--- config.mk ---
export PLATFORM = sky130hd
export DESIGN_NAME = l1_cache
export DESIGN_NICKNAME = d
export VERILOG_FILES = /design/src/rtl/l1_cache.sv
export SDC_FILE = /design/constraint.sdc
export NUM_CORES = 1
export LEC_CHECK = 0
export CORE_ASPECT_RATIO = 1.25
export CORE_UTILIZATION = 42
export DETAILED_ROUTE_END_ITERATION = 10
export PLACE_DENSITY = 0.66
export SYNTH_ARGS = -nofsm -noshare
export SYNTH_HDL_FRONTEND = slang
export SYNTH_SLANG_ARGS = --single-unit
--- constraint.sdc ---
create_clock -name clk -period 15.3 [get_ports clk]
set_input_delay 3.825 -clock clk [delete_from_list [all_inputs] [get_ports clk]]
set_output_delay 3.825 -clock clk [all_outputs]
set_load 0.05 [all_outputs]
--- src/rtl/l1_cache.sv ---
// Direct-mapped, write-back, write-allocate L1 cache: 8 lines of 8 16-bit words,
// single-word CPU port on one side, whole-line physical memory port on the other.
module l1_cache (
  input  logic         clk,
  input  logic         rst_n,
  input  logic         mem_read,
  input  logic         mem_write,
  input  logic [1:0]   mem_byte_enable,
  input  logic [15:0]  mem_address,
  input  logic [15:0]  mem_wdata,
  output logic         mem_resp,
  output logic [15:0]  mem_rdata,
  output logic         pmem_read,
  output logic         pmem_write,
  output logic [15:0]  pmem_address,
  output logic [127:0] pmem_wdata,
  input  logic         pmem_resp,
  input  logic [127:0] pmem_rdata
);

  typedef enum logic [1:0] {
    IDLE,
    WRITEBACK,
    FILL
  } state_e;

  state_e       state_q, state_d;
  logic [7:0]   valid_q, valid_d;
  logic [7:0]   dirty_q, dirty_d;
  logic [8:0]   tagArray_q  [8];
  logic [127:0] dataArray_q [8];

  logic [8:0]   reqTag;
  logic [2:0]   reqIndex;
  logic [2:0]   reqWord;
  logic [8:0]   storedTag;
  logic [127:0] indexedLine;
  logic         hit;
  logic         request;
  logic         writeHit;
  logic         fillDone;
  logic         unusedAddrBit;

  assign reqTag        = mem_address[15:7];
  assign reqIndex      = mem_address[6:4];
  assign reqWord       = mem_address[3:1];
  assign unusedAddrBit = mem_address[0];

  assign storedTag   = tagArray_q[reqIndex];
  assign indexedLine = dataArray_q[reqIndex];
  assign hit         = valid_q[reqIndex] && (storedTag == reqTag);
  assign request     = mem_read || mem_write;

  assign mem_rdata  = indexedLine[{reqWord, 4'b0000} +: 16];
  assign pmem_wdata = indexedLine;

  // Outputs are purely a function of state and the held request, so reset
  // (which forces IDLE and clears valid) drops every strobe immediately.
  always_comb begin
    state_d      = state_q;
    valid_d      = valid_q;
    dirty_d      = dirty_q;
    mem_resp     = 1'b0;
    pmem_read    = 1'b0;
    pmem_write   = 1'b0;
    pmem_address = 16'h0000;
    writeHit     = 1'b0;
    fillDone     = 1'b0;
    case (state_q)
      IDLE: begin
        if (request) begin
          if (hit) begin
            mem_resp = 1'b1;
            if (mem_write) begin
              writeHit = 1'b1;
              if (|mem_byte_enable) begin
                dirty_d[reqIndex] = 1'b1;
              end
            end
          end else if (valid_q[reqIndex] && dirty_q[reqIndex]) begin
            state_d = WRITEBACK;
          end else begin
            state_d = FILL;
          end
        end
      end
      WRITEBACK: begin
        pmem_write   = 1'b1;
        pmem_address = {storedTag, reqIndex, 4'b0000};
        if (pmem_resp) begin
          dirty_d[reqIndex] = 1'b0;
          state_d           = FILL;
        end
      end
      FILL: begin
        pmem_read    = 1'b1;
        pmem_address = {reqTag, reqIndex, 4'b0000};
        if (pmem_resp) begin
          fillDone          = 1'b1;
          valid_d[reqIndex] = 1'b1;
          dirty_d[reqIndex] = 1'b0;
          state_d           = IDLE;
        end
      end
      default: begin
        state_d = IDLE;
      end
    endcase
  end

  always_ff @(posedge clk or negedge rst_n) begin
    if (!rst_n) begin
      state_q <= IDLE;
      valid_q <= 8'h00;
      dirty_q <= 8'h00;
    end else begin
      state_q <= state_d;
      valid_q <= valid_d;
      dirty_q <= dirty_d;
    end
  end

  // Tag and data storage carry no reset; fills and write hits only occur
  // out of FILL/IDLE with a valid line, both impossible while reset holds.
  always_ff @(posedge clk) begin
    if (fillDone) begin
      dataArray_q[reqIndex] <= pmem_rdata;
      tagArray_q[reqIndex]  <= reqTag;
    end else if (writeHit) begin
      if (mem_byte_enable[0]) begin
        dataArray_q[reqIndex][{reqWord, 4'b0000} +: 8] <= mem_wdata[7:0];
      end
      if (mem_byte_enable[1]) begin
        dataArray_q[reqIndex][{reqWord, 4'b1000} +: 8] <= mem_wdata[15:8];
      end
    end
  end

endmodule

-- Yosys cells after proc, flatten, opt, wreduce, memory -nomap -nowiden
Memory sizes are Yosys's and may differ from the RTL's.
Cells that the tools add are included.
- register bits: 18
- bits in writable memories: 1096
- bits of input ports: 167
- output and inout port bits: 163
- logic and storage cells: 592
- memories kept: 2
- $add $sub $neg: 2
- order comparisons: 2
- eq/ne operators: 11
- shift operators: 5
- mux-type cells: 296
- bitwise gates (word level): 260
- reductions and logical operators: 11
- memories (memory ; words ; bits a word ; read ports ; clocked after Yosys merged registers in ; write ports ; line ; RTL):
    dataArray_q ; 8 ; 128 ; 1 ; 0 ; 1 ; 31 ; logic [127:0] dataArray_q [8];
    tagArray_q ; 8 ; 9 ; 1 ; 0 ; 1 ; 30 ; logic [8:0] tagArray_q [8];
- operators by type and width (cell ; count):
    two-way mux 1 bit ; 278
    two-way mux 128 bit ; 2
    OR 1 bit ; 256
    variable shift 8 x 9 -> 128 bit, first input constant ; 2
    variable part select 8 x 9 -> 128 bit ; 2
    variable part select 128 x 8 -> 16 bit ; 1
    two-way mux 8 bit ; 5
    case mux 16 bit (2 select lines) ; 1
    negator 7 -> 9 bit ; 2
    OR 8 bit ; 2
    case mux 8 bit (2 select lines) ; 1
    != test 2 bit, second input constant ; 7
    two-way mux 2 bit ; 5
    == test 9 bit ; 1
    AND 8 bit ; 1
    NOT 8 bit ; 1
    binary-select mux 1 bit (select 3 bit) ; 2
    case mux 2 bit (3 select lines) ; 1
    AND reduction 6 bit ; 1
    less-than comparator 3 x 4 -> 1 bit, second input constant ; 1
    AND reduction 4 bit ; 1
    OR reduction 2 bit ; 2
    demux 1 bit (select 3 bit) ; 1
    greater-or-equal comparator 3 x 1 -> 1 bit, second input constant ; 1
    other kinds (8) ; 10

-- Logic depth before layout (Yosys ltp)
- depth after elaboration: 11
- mapped depth: 13
- depth with buffers taken out: 9

-- Worst setup path before layout
Ideal clock, no wire load.
- path type: input-to-output
- from: input port mem_address[4]
- to: output port mem_rdata[0]
- arrival time: 7362 ps
- data required time: 11475 ps
- path slack: 4113 ps
- cell stages on the path: 11
- path buffers: 5
- cells stage by stage: buf_2 -> buf_2 -> buf_1 -> clkbuf_1 -> buf_2 -> mux2i_1 -> nor2_1 -> a21oi_1 -> o21ai_0 -> mux4_2 -> mux2_2
- word-level cells in the longest chain between the ends: 2
- ends and longest elaborated chain (item ; line ; RTL):
    start: declaration ; 9 ; input logic [15:0] mem_address,
    memory (8 x 128 bit) ; -- ;
    via pmem_wdata[0] ; 16 ; output logic [127:0] pmem_wdata,
    variable part select 128 x 8 -> 16 bit ; 54 ; assign mem_rdata = indexedLine[{reqWord, 4'b0000} +: 16];
    end: declaration ; 12 ; output logic [15:0] mem_rdata,
The timed path passes the listed nets, and every way through them passes these cells.

-- Worst setup path after layout
- from: input port mem_address[6]
- to: output port mem_rdata[3]
- word-level cells in the longest chain between the ends: 2
- ends and longest elaborated chain (item ; line):
    memory (8 x 128 bit) ; --
    variable part select 128 x 8 -> 16 bit ; 54
No other way between the ends.

==> out/results.ini <==
[setup_path]
ws_path_type = input pin to primary output
cp_data_required_time_ns = 11.48
worstPathMaxFanout = 54
worstPathArrival_ns = 8.66
start_kind = input pin
crit_end_element = primary output

[drt]
vias = 28000
detailedRoute.firstPassIterationCount = 6
final_antenna_net_count = 0
detail_route.wl_per_cell_um = 32.5
drt_first_iter_violations = 2977
post_detailed_route_drc_marker_count = 0
avg_vias_per_cell = 6.27
wirelength_mm = 145

[synth]
synth_flop_cell = sky130_fd_sc_hd__edfxtp_1
synth.avg_cell_area_um2 = 16.8
synth.area.top_cells = sky130_fd_sc_hd__edfxtp_1, sky130_fd_sc_hd__a22oi_1, sky130_fd_sc_hd__mux2_2, sky130_fd_sc_hd__mux4_2, sky130_fd_sc_hd__a221oi_1
ys_types = 54
async_set_or_reset_register_ratio_after_synthesis_pct = 1.62
synth.area.mux_share_pct = 8.68
mappedNetlistArea_um2 = 44700
synth_cells = 2664
synth_enable_flop_cells = 1096
yosys.area_share.xor_xnor_pct = 0.0783
ys_seq_elements = 1114
synth_adder_area_share_pct = 0.252
yosysSeqAreaShare_pct = 74.6
synth_top_family_by_area = compound AO/OA/AOI/OAI gates
yosysWarnings = 0
yosys.area.top_type = sky130_fd_sc_hd__edfxtp_1
synth_compound_area_share_pct = 9.62
synth_top_area_share_pct = 73.6
synthSimpleGateAreaFrac_pct = 4.91

[power_and_ir_drop]
power_mw = 7.20
total_leakage_power_nw = 16.8
p_per_area_nw_per_um2 = 136
peak_supply_drop_mv = 0.0957

[placed_design]
gp_routability_congestion = 0.824
dp_hpwl_mm = 92.7
numPortBuffers = 324
pre_cts_slack_ns = 2.87
placement.cell_area_um2 = 49400

[sta]
final-max-slew-violation-count = 0
maxClockFrequency_ghz = 0.0801
relSlewSlack_pct = 20.1
timing.final.setup_violations = 0
fin_skew_ns = 0.0330
timing.final.crit_period_ns = 12.49
final_critical_path_setup_slack_ns = 2.81
totalNegativeSetupSlack_ns = 0
timing.final.crit_share_pct = 81.6
unrepaired_setup_endpoints_after_global_routing = false
worst_max_slew_pin_slew_ns = 1.19
hold_vio_cnt_final = 0

[clocking]
clk_sink_count = 1114
cts_resized = 0
cts-root-to-sink-buffers = 3
postCtsSetupRepairBufs = 0
cts.htree.levels = 3
worst_skew_pair.late_latency_ns = 0.72
cts.hold.buffers_added = 0
path_clk_slew_ns = 0.06
clockRootBuffer = sky130_fd_sc_hd__clkbuf_16
num_cts_buffers = 103
tritoncts = done

[global_routing]
overflow = 0
grt_pass1_vias = 27300
grt_max_degree = 95
grt_pass1_wl_mm = 202
track_usage_pct = 26.5
number_of_antenna_violations_at_the_first_check_in_global_routing = 8

[die]
design.portCount = 330
fp.dieW_um = 294
start_util_pct = 42.5
dieArea_um2 = 108000
fp-row-count = 133
fp.dieH_um = 367
core_area_um2 = 105000

[layout]
layout-drive-gt1-share_pct = 16.0
area_growth_pct = 18.2
multi_input_comb_area_um2 = 10600
seqCellArea_um2 = 33400
finish.utilization_pct = 50.2
num-nets-final = 3125
postLayoutCellArea_um2 = 52900
fillerInstances = 8571

[job]
cap_viol_max_count = 0

[status]
run_status = finished clean

[worst_hold_path]
hold_path.class = flop to flop

-- where the power goes --
part,internal (mW),switching [mW],total (mW)
Combinational,0.314,0.740,1.05
Clock,1.49,1.15,2.64
Sequential,3.48,0.0303,3.51
Total,5.28,1.92,7.20
-- final cells by class --
cell class | count | share of cell area (%)
flip-flops and latches | 1114 | 63.1
multi-input cells | 1344 | 20.1
repair buffers | 357 | 6.67
clock buffers | 127 | 5.12
well taps | 1417 | 3.35
clock inverters | 67 | 1.45
inverters | 29 | 0.206
diodes | 3 | 0.0142
-- worst paths after layout --
path                            cells past startpoint                   start                           end  slack (ns)
max in group asynchronous                           1                   rst_n        valid_q[4]$_DFFE_PN0P_       11.06
worst min-delay path                                1  valid_q[6]$_DFFE_PN0P_        valid_q[6]$_DFFE_PN0P_        0.46
worst max register to register                      9  state_q[0]$_DFFE_PN0P_  dataArray_q[0][49]$_DFFE_PP_       10.48
min in group asynchronous                           1                   rst_n        state_q[1]$_DFFE_PN0P_        3.66
worst max-delay path                               11          mem_address[6]                  mem_rdata[3]        2.81
worst min register to register                      1  valid_q[6]$_DFFE_PN0P_        valid_q[6]$_DFFE_PN0P_        0.46
-- cells by family (layout without fill, tap and decap cells) --
logic type               after synthesis  after routing
AO/OA/AOI/OAI                        584            584
XOR/XNOR                               4              4
adder cells (fa/ha/maj)                9              9
buffers and inverters                209            580
flip-flops                          1114           1114
multiplexers                         304            304
other                                  1              7
AND/OR/NAND/NOR                      439            439
-- worst max-delay path, stage by stage --
cell and delay (ns):
sky130_fd_sc_hd__buf_4 0.58, sky130_fd_sc_hd__buf_4 0.59, sky130_fd_sc_hd__nor2_1 0.16, sky130_fd_sc_hd__and2_4 0.41, sky130_fd_sc_hd__buf_4 0.49, sky130_fd_sc_hd__a22o_1 0.35
sky130_fd_sc_hd__a221oi_1 0.21, sky130_fd_sc_hd__nand3_1 0.22, sky130_fd_sc_hd__mux4_2 0.66, sky130_fd_sc_hd__mux2_2 0.32, sky130_fd_sc_hd__clkdlybuf4s50_1 0.70
-- per-stage QoR --
| stage | hold slack (ns) | std cells |
|---|---|---|
| floorplan | 0.430 | 2667 |
| global placement | 0.442 | 4261 |
| detailed placement | 0.449 | 4261 |
| CTS | 0.465 | 4455 |
| global route | 0.471 | 4456 |
| finish | 0.465 | 4458 |
-- cells in the mapped netlist, drive strengths merged (2+ instances only) --
master,n
a21boi,6
a21oi,57
a221o,18
a221oi,78
a222oi,9
a22o,26
a22oi,301
a31oi,15
and2,15
and3,39
and3b,4
buf,51
clkbuf,129
clkinv,3
dfrtp,18
edfxtp,1096
ha,9
inv,26
mux2,190
mux2i,66
mux4,48
nand2,67
nand2b,8
nand3,34
nand4,58
nor2,166
nor2b,17
nor3,5
nor3b,2
nor4,5
o2111ai,2
o211ai,10
o21ai,45
o22ai,11
o2bb2ai,2
or2,10
or3,5
or4,2
xor2,4
-- flip-flops by register name, indices dropped and copies added (netlist names), named ones only --
| signal | cells |
|---|---|
| dataArray_q | 1024 |
| state_q | 2 |
| tagArray_q | 72 |
| valid_q | 8 |
-- cell usage in the layout, fill, tap and decap left out, types with 45 or more instances in the layout --
master,count
sky130_fd_sc_hd__clkdlybuf4s50_1,319
sky130_fd_sc_hd__nand4_1,58
sky130_fd_sc_hd__mux4_2,48
sky130_fd_sc_hd__a21oi_1,57
sky130_fd_sc_hd__a221oi_1,78
sky130_fd_sc_hd__mux2i_1,66
sky130_fd_sc_hd__o21ai_0,45
sky130_fd_sc_hd__mux2_2,189
sky130_fd_sc_hd__a22oi_1,301
sky130_fd_sc_hd__edfxtp_1,1096
sky130_fd_sc_hd__nor2_1,161
sky130_fd_sc_hd__nand2_1,57
sky130_fd_sc_hd__clkbuf_16,104
-- per-layer routing --
metal  share of wire (%)  GRT usage, %
met1                  37          34.9
met2                  47          42.1
met3                  11          5.52
met4                 4.7          12.0
met5              0.0090             0
Note: power is estimated with default switching activity, not from simulation.
